### src/rtl/dcache_store_port_responder_if.sv
// Store-unit <-> dcache request port: request/address/data from the store unit,
// grant and read response from the dcache responder.
interface dcache_store_port_responder_if #(
  parameter int INDEX_W = 12,
  parameter int TAG_W   = 22
);
  logic               data_req;
  logic               data_we;
  logic [INDEX_W-1:0] address_index;
  logic [TAG_W-1:0]   address_tag;
  logic               tag_valid;
  logic [31:0]        data_wdata;
  logic [3:0]         data_be;
  logic [1:0]         data_size;
  logic               kill_req;
  logic               data_gnt;
  logic               data_rvalid;
  logic [31:0]        data_rdata;

  modport master (
    output data_req, data_we, address_index, address_tag, tag_valid,
           data_wdata, data_be, data_size, kill_req,
    input  data_gnt, data_rvalid, data_rdata
  );

  modport slave (
    input  data_req, data_we, address_index, address_tag, tag_valid,
           data_wdata, data_be, data_size, kill_req,
    output data_gnt, data_rvalid, data_rdata
  );
endinterface

### src/rtl/dcache_store_port_responder.sv
// Dcache-side responder for the store unit's request port: grants after a
// configurable latency, commits byte-enabled stores and answers word reads.
module dcache_store_port_responder #(
  parameter  int GNT_LATENCY = 1,
  parameter  int DEPTH       = 16,
  parameter  int INDEX_W     = 12,
  parameter  int TAG_W       = 22,
  localparam int AW          = $clog2(DEPTH)
) (
  input  logic                            clk_i,
  input  logic                            rst_ni,
  dcache_store_port_responder_if.slave    req_port,
  input  logic                            stall_i,
  input  logic [AW-1:0]                   dbg_addr_i,
  output logic [31:0]                     dbg_rdata_o,
  output logic [7:0]                      store_count_o,
  output logic                            busy_o,
  output logic                            protocol_err_o
);

  localparam logic [2:0] CNT_LAT  = 3'(GNT_LATENCY);
  localparam bit         COMB_GNT = (GNT_LATENCY == 0);

  typedef enum logic [1:0] {S_IDLE, S_WAIT, S_RESP} state_e;

  state_e             state_q, state_d;
  logic [2:0]         cnt_q, cnt_d;
  logic [INDEX_W-1:0] index_q, index_d;
  logic [TAG_W-1:0]   tag_q, tag_d;
  logic [31:0]        rdata_q, rdata_d;
  logic [7:0]         count_q, count_d;
  logic               err_q, err_d;
  logic [31:0]        mem_q [DEPTH];

  logic [INDEX_W-1:0]       index_sel;
  logic [TAG_W-1:0]         tag_sel;
  logic [TAG_W+INDEX_W-1:0] paddr;
  logic [AW-1:0]            wa;
  logic                     gnt, rvalid, commit_st;

  // In WAIT the index comes from the copy taken on entry; a fresh tag always wins.
  assign index_sel = (state_q == S_WAIT) ? index_q : req_port.address_index;
  assign tag_sel   = req_port.tag_valid ? req_port.address_tag : tag_q;
  assign paddr     = {tag_sel, index_sel};
  assign wa        = paddr[AW+1:2];

  // NOTE: every signal written here gets a default first so no path leaves it
  // unassigned, which would otherwise infer a latch.
  always_comb begin
    state_d = state_q;
    cnt_d   = cnt_q;
    index_d = index_q;
    tag_d   = tag_q;
    err_d   = err_q;
    gnt     = 1'b0;
    rvalid  = 1'b0;
    unique case (state_q)
      S_IDLE: begin
        if (req_port.data_req) begin
          if (COMB_GNT && !stall_i) begin
            gnt = 1'b1;
            if (!req_port.data_we) state_d = S_RESP;
          end else begin
            state_d = S_WAIT;
            cnt_d   = 3'd1;
            index_d = req_port.address_index;
            tag_d   = tag_sel;
          end
        end
      end
      S_WAIT: begin
        tag_d = tag_sel;
        if (req_port.kill_req) begin
          state_d = S_IDLE;
        end else if (!req_port.data_req) begin
          err_d   = 1'b1;
          state_d = S_IDLE;
        end else if (cnt_q >= CNT_LAT && !stall_i) begin
          gnt     = 1'b1;
          state_d = req_port.data_we ? S_IDLE : S_RESP;
        end else begin
          cnt_d = (cnt_q == 3'd7) ? 3'd7 : cnt_q + 3'd1;
        end
      end
      S_RESP: begin
        rvalid  = !req_port.kill_req;
        state_d = S_IDLE;
      end
      default: state_d = S_IDLE;
    endcase
  end

  assign commit_st = gnt && req_port.data_req && req_port.data_we;
  assign rdata_d   = (gnt && !req_port.data_we) ? mem_q[wa] : rdata_q;
  assign count_d   = commit_st ? count_q + 8'd1 : count_q;

  // NOTE: state registers use non-blocking assignments so every flop samples
  // pre-edge values regardless of statement order.
  always_ff @(posedge clk_i or negedge rst_ni) begin
    if (!rst_ni) begin
      state_q <= S_IDLE;
      cnt_q   <= '0;
      index_q <= '0;
      tag_q   <= '0;
      rdata_q <= '0;
      count_q <= '0;
      err_q   <= 1'b0;
    end else begin
      state_q <= state_d;
      cnt_q   <= cnt_d;
      index_q <= index_d;
      tag_q   <= tag_d;
      rdata_q <= rdata_d;
      count_q <= count_d;
      err_q   <= err_d;
    end
  end

  // NOTE: the backing store is tiny and must read as zero after every reset,
  // so it is built from resettable flops rather than an inferred RAM.
  always_ff @(posedge clk_i or negedge rst_ni) begin
    if (!rst_ni) begin
      for (int i = 0; i < DEPTH; i++) mem_q[i] <= '0;
    end else if (commit_st) begin
      for (int b = 0; b < 4; b++) begin
        if (req_port.data_be[b]) mem_q[wa][8*b +: 8] <= req_port.data_wdata[8*b +: 8];
      end
    end
  end

  assign req_port.data_gnt    = gnt;
  assign req_port.data_rvalid = rvalid;
  assign req_port.data_rdata  = (state_q == S_RESP) ? rdata_q : '0;

  assign dbg_rdata_o    = mem_q[dbg_addr_i];
  assign store_count_o  = count_q;
  assign busy_o         = (state_q != S_IDLE);
  assign protocol_err_o = err_q;

  // Access size and the address bits outside the word index carry no meaning here.
  logic unused_bits;
  assign unused_bits = ^{req_port.data_size, paddr};

endmodule
### src/flat_wrapper.sv
// flat-port wrapper written by rule: the top's interface ports become plain ports
module dcache_store_port_responder_flat 
#(
  parameter  int GNT_LATENCY = 1,
  parameter  int DEPTH       = 16,
  parameter  int INDEX_W     = 12,
  parameter  int TAG_W       = 22,
  localparam int AW          = $clog2(DEPTH)
)
  (clk_i, rst_ni, stall_i, dbg_addr_i, dbg_rdata_o, store_count_o, busy_o, protocol_err_o, req_port_data_req, req_port_data_we, req_port_address_index, req_port_address_tag, req_port_tag_valid, req_port_data_wdata, req_port_data_be, req_port_data_size, req_port_kill_req, req_port_data_gnt, req_port_data_rvalid, req_port_data_rdata);
  dcache_store_port_responder_if #(.INDEX_W(INDEX_W), .TAG_W(TAG_W)) req_port_i ();
  input  logic clk_i;
  input  logic rst_ni;
  input  logic stall_i;
  input  logic [AW-1:0] dbg_addr_i;
  output logic [31:0] dbg_rdata_o;
  output logic [7:0] store_count_o;
  output logic busy_o;
  output logic protocol_err_o;
  input wire logic [$bits(req_port_i.data_req)-1:0] req_port_data_req;
  input wire logic [$bits(req_port_i.data_we)-1:0] req_port_data_we;
  input wire logic [$bits(req_port_i.address_index)-1:0] req_port_address_index;
  input wire logic [$bits(req_port_i.address_tag)-1:0] req_port_address_tag;
  input wire logic [$bits(req_port_i.tag_valid)-1:0] req_port_tag_valid;
  input wire logic [$bits(req_port_i.data_wdata)-1:0] req_port_data_wdata;
  input wire logic [$bits(req_port_i.data_be)-1:0] req_port_data_be;
  input wire logic [$bits(req_port_i.data_size)-1:0] req_port_data_size;
  input wire logic [$bits(req_port_i.kill_req)-1:0] req_port_kill_req;
  output wire logic [$bits(req_port_i.data_gnt)-1:0] req_port_data_gnt;
  output wire logic [$bits(req_port_i.data_rvalid)-1:0] req_port_data_rvalid;
  output wire logic [$bits(req_port_i.data_rdata)-1:0] req_port_data_rdata;
  assign req_port_i.data_req = req_port_data_req;
  assign req_port_i.data_we = req_port_data_we;
  assign req_port_i.address_index = req_port_address_index;
  assign req_port_i.address_tag = req_port_address_tag;
  assign req_port_i.tag_valid = req_port_tag_valid;
  assign req_port_i.data_wdata = req_port_data_wdata;
  assign req_port_i.data_be = req_port_data_be;
  assign req_port_i.data_size = req_port_data_size;
  assign req_port_i.kill_req = req_port_kill_req;
  assign req_port_data_gnt = req_port_i.data_gnt;
  assign req_port_data_rvalid = req_port_i.data_rvalid;
  assign req_port_data_rdata = req_port_i.data_rdata;
  dcache_store_port_responder #(.GNT_LATENCY(GNT_LATENCY), .DEPTH(DEPTH), .INDEX_W(INDEX_W), .TAG_W(TAG_W)) u_core (.clk_i(clk_i), .rst_ni(rst_ni), .req_port(req_port_i), .stall_i(stall_i), .dbg_addr_i(dbg_addr_i), .dbg_rdata_o(dbg_rdata_o), .store_count_o(store_count_o), .busy_o(busy_o), .protocol_err_o(protocol_err_o));
endmodule
### config.mk
export PLATFORM = sky130hd
export DESIGN_NAME = dcache_store_port_responder_flat
export DESIGN_NICKNAME = d
export VERILOG_FILES = /design/src/rtl/dcache_store_port_responder_if.sv /design/src/rtl/dcache_store_port_responder.sv /design/src/flat_wrapper.sv
export SDC_FILE = /design/constraint.sdc
export NUM_CORES = 1
export LEC_CHECK = 0
export BUFFER_PORTS_ARGS = -buffer_cell sky130_fd_sc_hd__buf_4
export CELL_PAD_IN_SITES_DETAIL_PLACEMENT = 2
export CELL_PAD_IN_SITES_GLOBAL_PLACEMENT = 2
export CORE_UTILIZATION = 48
export DETAILED_ROUTE_END_ITERATION = 8
export PLACE_DENSITY = 0.91
export RECOVER_POWER = 100
export SYNTH_ARGS = -nofsm -noshare
export SYNTH_HDL_FRONTEND = slang
export SYNTH_SLANG_ARGS = --single-unit
### constraint.sdc
create_clock -name clk_i -period 3.6 [get_ports clk_i]
set_input_delay 0.36 -clock clk_i [delete_from_list [all_inputs] [get_ports clk_i]]
set_output_delay 0.36 -clock clk_i [all_outputs]
set_load 0.005 [all_outputs]
==> flow_summary.yaml <==
worst_setup_path:
  reg2reg_setup_slack_ns: -0.01
  slowest_delay_ns: 0.63
  worst_path_max_delay_cell: "nor2_1"
  arrival_ns: 4.12
  path_cells: "nand2b_1 -> nor3b_1 -> a31oi_4 -> buf_4 -> nor2_1 -> nand2_2 -> mux2_1"
  regToRegStartpoint: "u_core.state_q[0]"
  cp_max_fo: 11
  rr_endpoint: "u_core.mem_q[165]"
  crit_required_ns: 4.11
  cp-end-kind: "flip-flop"
  r2r_cells: 7
  critPathLaunchType: "flip-flop"
  critPathKind: "reg -> reg"
clock_network:
  clk_pin_slew_ns: 0.06
  ctsLongestPathBuffers: 3
  numClockSinks: 562
  postCtsSetupBuffers: 0
  cts_inserted_buffers: 60
  clockRootBuffer: "clkbuf_16"
  cts_max_level: 2
  clk_latency_ns: 0.66
  cts_tree: "done"
synth:
  synthesis.nets: 2154
  synthesis.area_um2: 28400
  synthesis.area_per_instance_um2: 13.7
  synthArstFlopShare: 1.00
  postSynthCellCount: 2068
  synth-seq-cells: 562
  synth_edf_count: 0
  ys.flop_type: "dfrtp_1"
  ys_warn_count: 0
  ys_seq_area_frac: 0.495
  yosysUniqueCellTypes: 39
global_route:
  use_met1: 0.491
  grt_max_degree: 104
  grt_use_met3: 0.0905
  grt_usage: 0.418
  grt_pass1_wl_mm: 182
  antenna_found_initial: 6
  grt_pass1_vias: 24922
  top_usage_layer: "met2"
  grt_use_met2: 0.689
  globalRoute.totalOverflow: 0
final_layout:
  final_common_cell: "dfrtp_1"
  syn2layout_area_growth_pct: 13.0
  fin_cells: 2968
  drive_above_1_share: 0.380
  final_util: 0.552
  num-nets-final: 2242
  fill_cells: 5174
  multi_input_area_um2: 13600
  regArea_um2: 14100
  mostFrequentLayoutCells: "dfrtp_1, mux2_2, a22oi_1, a21oi_1, mux4_2"
worst_hold_path:
  hold_class: "in -> reg"
  whs_endpoint: "u_core.protocol_err_o"
  hold_depth: 3
  hp-start: "req_port_data_req"
sta:
  fin_crit_ns: 3.61
  fin_crit_sh: 1.00
  fin_skew_ns: 0.0304
  max-slew-margin-rel: -1.18
  post-route-worst-setup-slack_ns: -0.0118
  grt_setup_unrepaired: "false"
  tightestPinTransition_ns: 3.28
  slew_violations: 96
  max_freq_mhz: 277
  finalHoldViolCount: 0
  final-setup-viol-count: 1
  finalSetupTns_ns: -0.0118
die:
  dieArea_um2: 60200
  row_count: 88
  die_w_um: 245
  fp.dieH_um: 245
  core_area_um2: 58100
  pin_count: 159
  start_util: 0.489
job:
  cap_violations: 1
detailed_routing:
  vias: 22188
  via_per_inst: 7.48
  wl_per_cell_um: 41.7
  ant_nets: 0
  drt_first_pass_iters: 5
  drc_errors: 0
  wl_mm: 124
  drt_iter0_markers: 2200
placement:
  gp_congestion: 0.825
  placed_cells: 2858
  io_buffers: 125
  pre_cts_slack_ns: 0.222
  dpl.hpwl_mm: 69.1
pwr:
  vdd_drop_max_v: 0.000403
  p_per_area_nw_per_um2: 488
  leakage_nw: 14.5
run_status:
  violations: "max-capacitance violations, max-slew violations, negative setup slack"
  status: "complete, but fails checks"
[worst max-delay path: cells and delay by family, from the launching register on]
kind	cells	cell delay [ns]
AND/OR/NAND/NOR	4	1.94
multiplexers	1	0.50
flip-flops	1	0.52
AO/OA/AOI/OAI	1	0.19
buffers and inverters	1	0.31
[state kept, by name (all words and copies together) (netlist names)]
signal                 flops
u_core.cnt_q               3
u_core.state_q             2
u_core.mem_q             512
u_core.rdata_q            32
u_core.store_count_o       8
u_core.protocol_err_o      1
u_core.index_q             4
[per-layer routing]
layer | routed length (um) | share of wire | vias up
met1 | 44200 | 0.36 | 11891
met2 | 60500 | 0.49 | 1490
met3 | 9520 | 0.077 | 614
met4 | 9450 | 0.076 | 2
met5 | 13 | 0.00011 | -
li1 | - | - | 8191
[worst max-delay path by stage]
stage / start / to / depth (start not counted)
after floorplan: dbg_addr_i[0] / dbg_rdata_o[10] / 4
after global placement: u_core.cnt_q[1] / u_core.mem_q[255] / 7
after detailed placement: u_core.cnt_q[1] / u_core.mem_q[228] / 7
after CTS: u_core.cnt_q[1] / u_core.mem_q[234] / 7
after global routing: u_core.state_q[1] / u_core.rdata_q[26] / 8
final: u_core.state_q[0] / u_core.mem_q[165] / 7
[what timing repair did]
item,4_1_cts,5_1_grt
hold buffers,1,0
endpoints found under the hold margin,89,0
gates resized for setup,0,5
endpoints found under the setup margin,0,46
[synth_stat cells (3+ instances only)]
master    count  area share
dfrtp_1     562        0.49
mux2_2      478        0.19
a22oi_1     256       0.068
a21oi_1     163       0.029
mux4_2      160        0.13
clkbuf_1    104       0.014
nand2_2      53       0.012
nor2_1       44      0.0058
mux2_1       35       0.014
nor4_1       34      0.0075
and2_1       33      0.0073
buf_2        32      0.0056
nand2_1      22      0.0029
buf_1        15      0.0020
nor2_2       12      0.0026
and3_1        7      0.0015
inv_1         7     0.00092
xnor2_1       6      0.0018
o21ai_0       5     0.00088
a31oi_4       4      0.0030
buf_4         4      0.0011
a31oi_2       3      0.0013
ha_1          3      0.0013
nand4_1       3     0.00066
nor2b_1       3     0.00066
[layout make-up]
class | count | share of cell area
flip-flops and latches | 562 | 0.438
multi-input cells | 1343 | 0.424
clock buffers | 94 | 0.0563
repair buffers | 182 | 0.0470
well taps | 765 | 0.0298
clock inverters | 11 | 0.00382
inverters | 7 | 0.000818
diodes | 4 | 0.000312
[kinds of logic after synthesis]
logic type	Yosys count	synth area share
buffers and inverters	163	0.0237
AO/OA/AOI/OAI	437	0.103
AND/OR/NAND/NOR	222	0.0442
adder cells (fa/ha/maj)	3	0.00132
multiplexers	674	0.330
flip-flops	562	0.495
XOR/XNOR	7	0.00216
[power breakdown]
| group | switching [mW] | leakage [nW] | internal (mW) |
|---|---|---|---|
| Combinational | 1.45 | 5.85 | 0.707 |
| Sequential | 0.398 | 7.74 | 6.71 |
| Clock | 2.84 | 0.951 | 3.56 |
| Total | 4.69 | 14.5 | 11.0 |
[stage by stage]
stage | instance area (um2) | power [mW] | hold slack [ns]
6_report | 32100 | 15.7 | 0.0697
5_1_grt | 32100 | 16.0 | 0.0767
4_1_cts | 32400 | 15.7 | 0.0523
3_5_place_dp | 30500 | 9.23 | 0.472
3_3_place_gp | 30500 | 8.99 | 0.461
2_1_floorplan | 28400 | 8.13 | 0.0644
No activity file was read; power rests on OpenSTA's default activity.
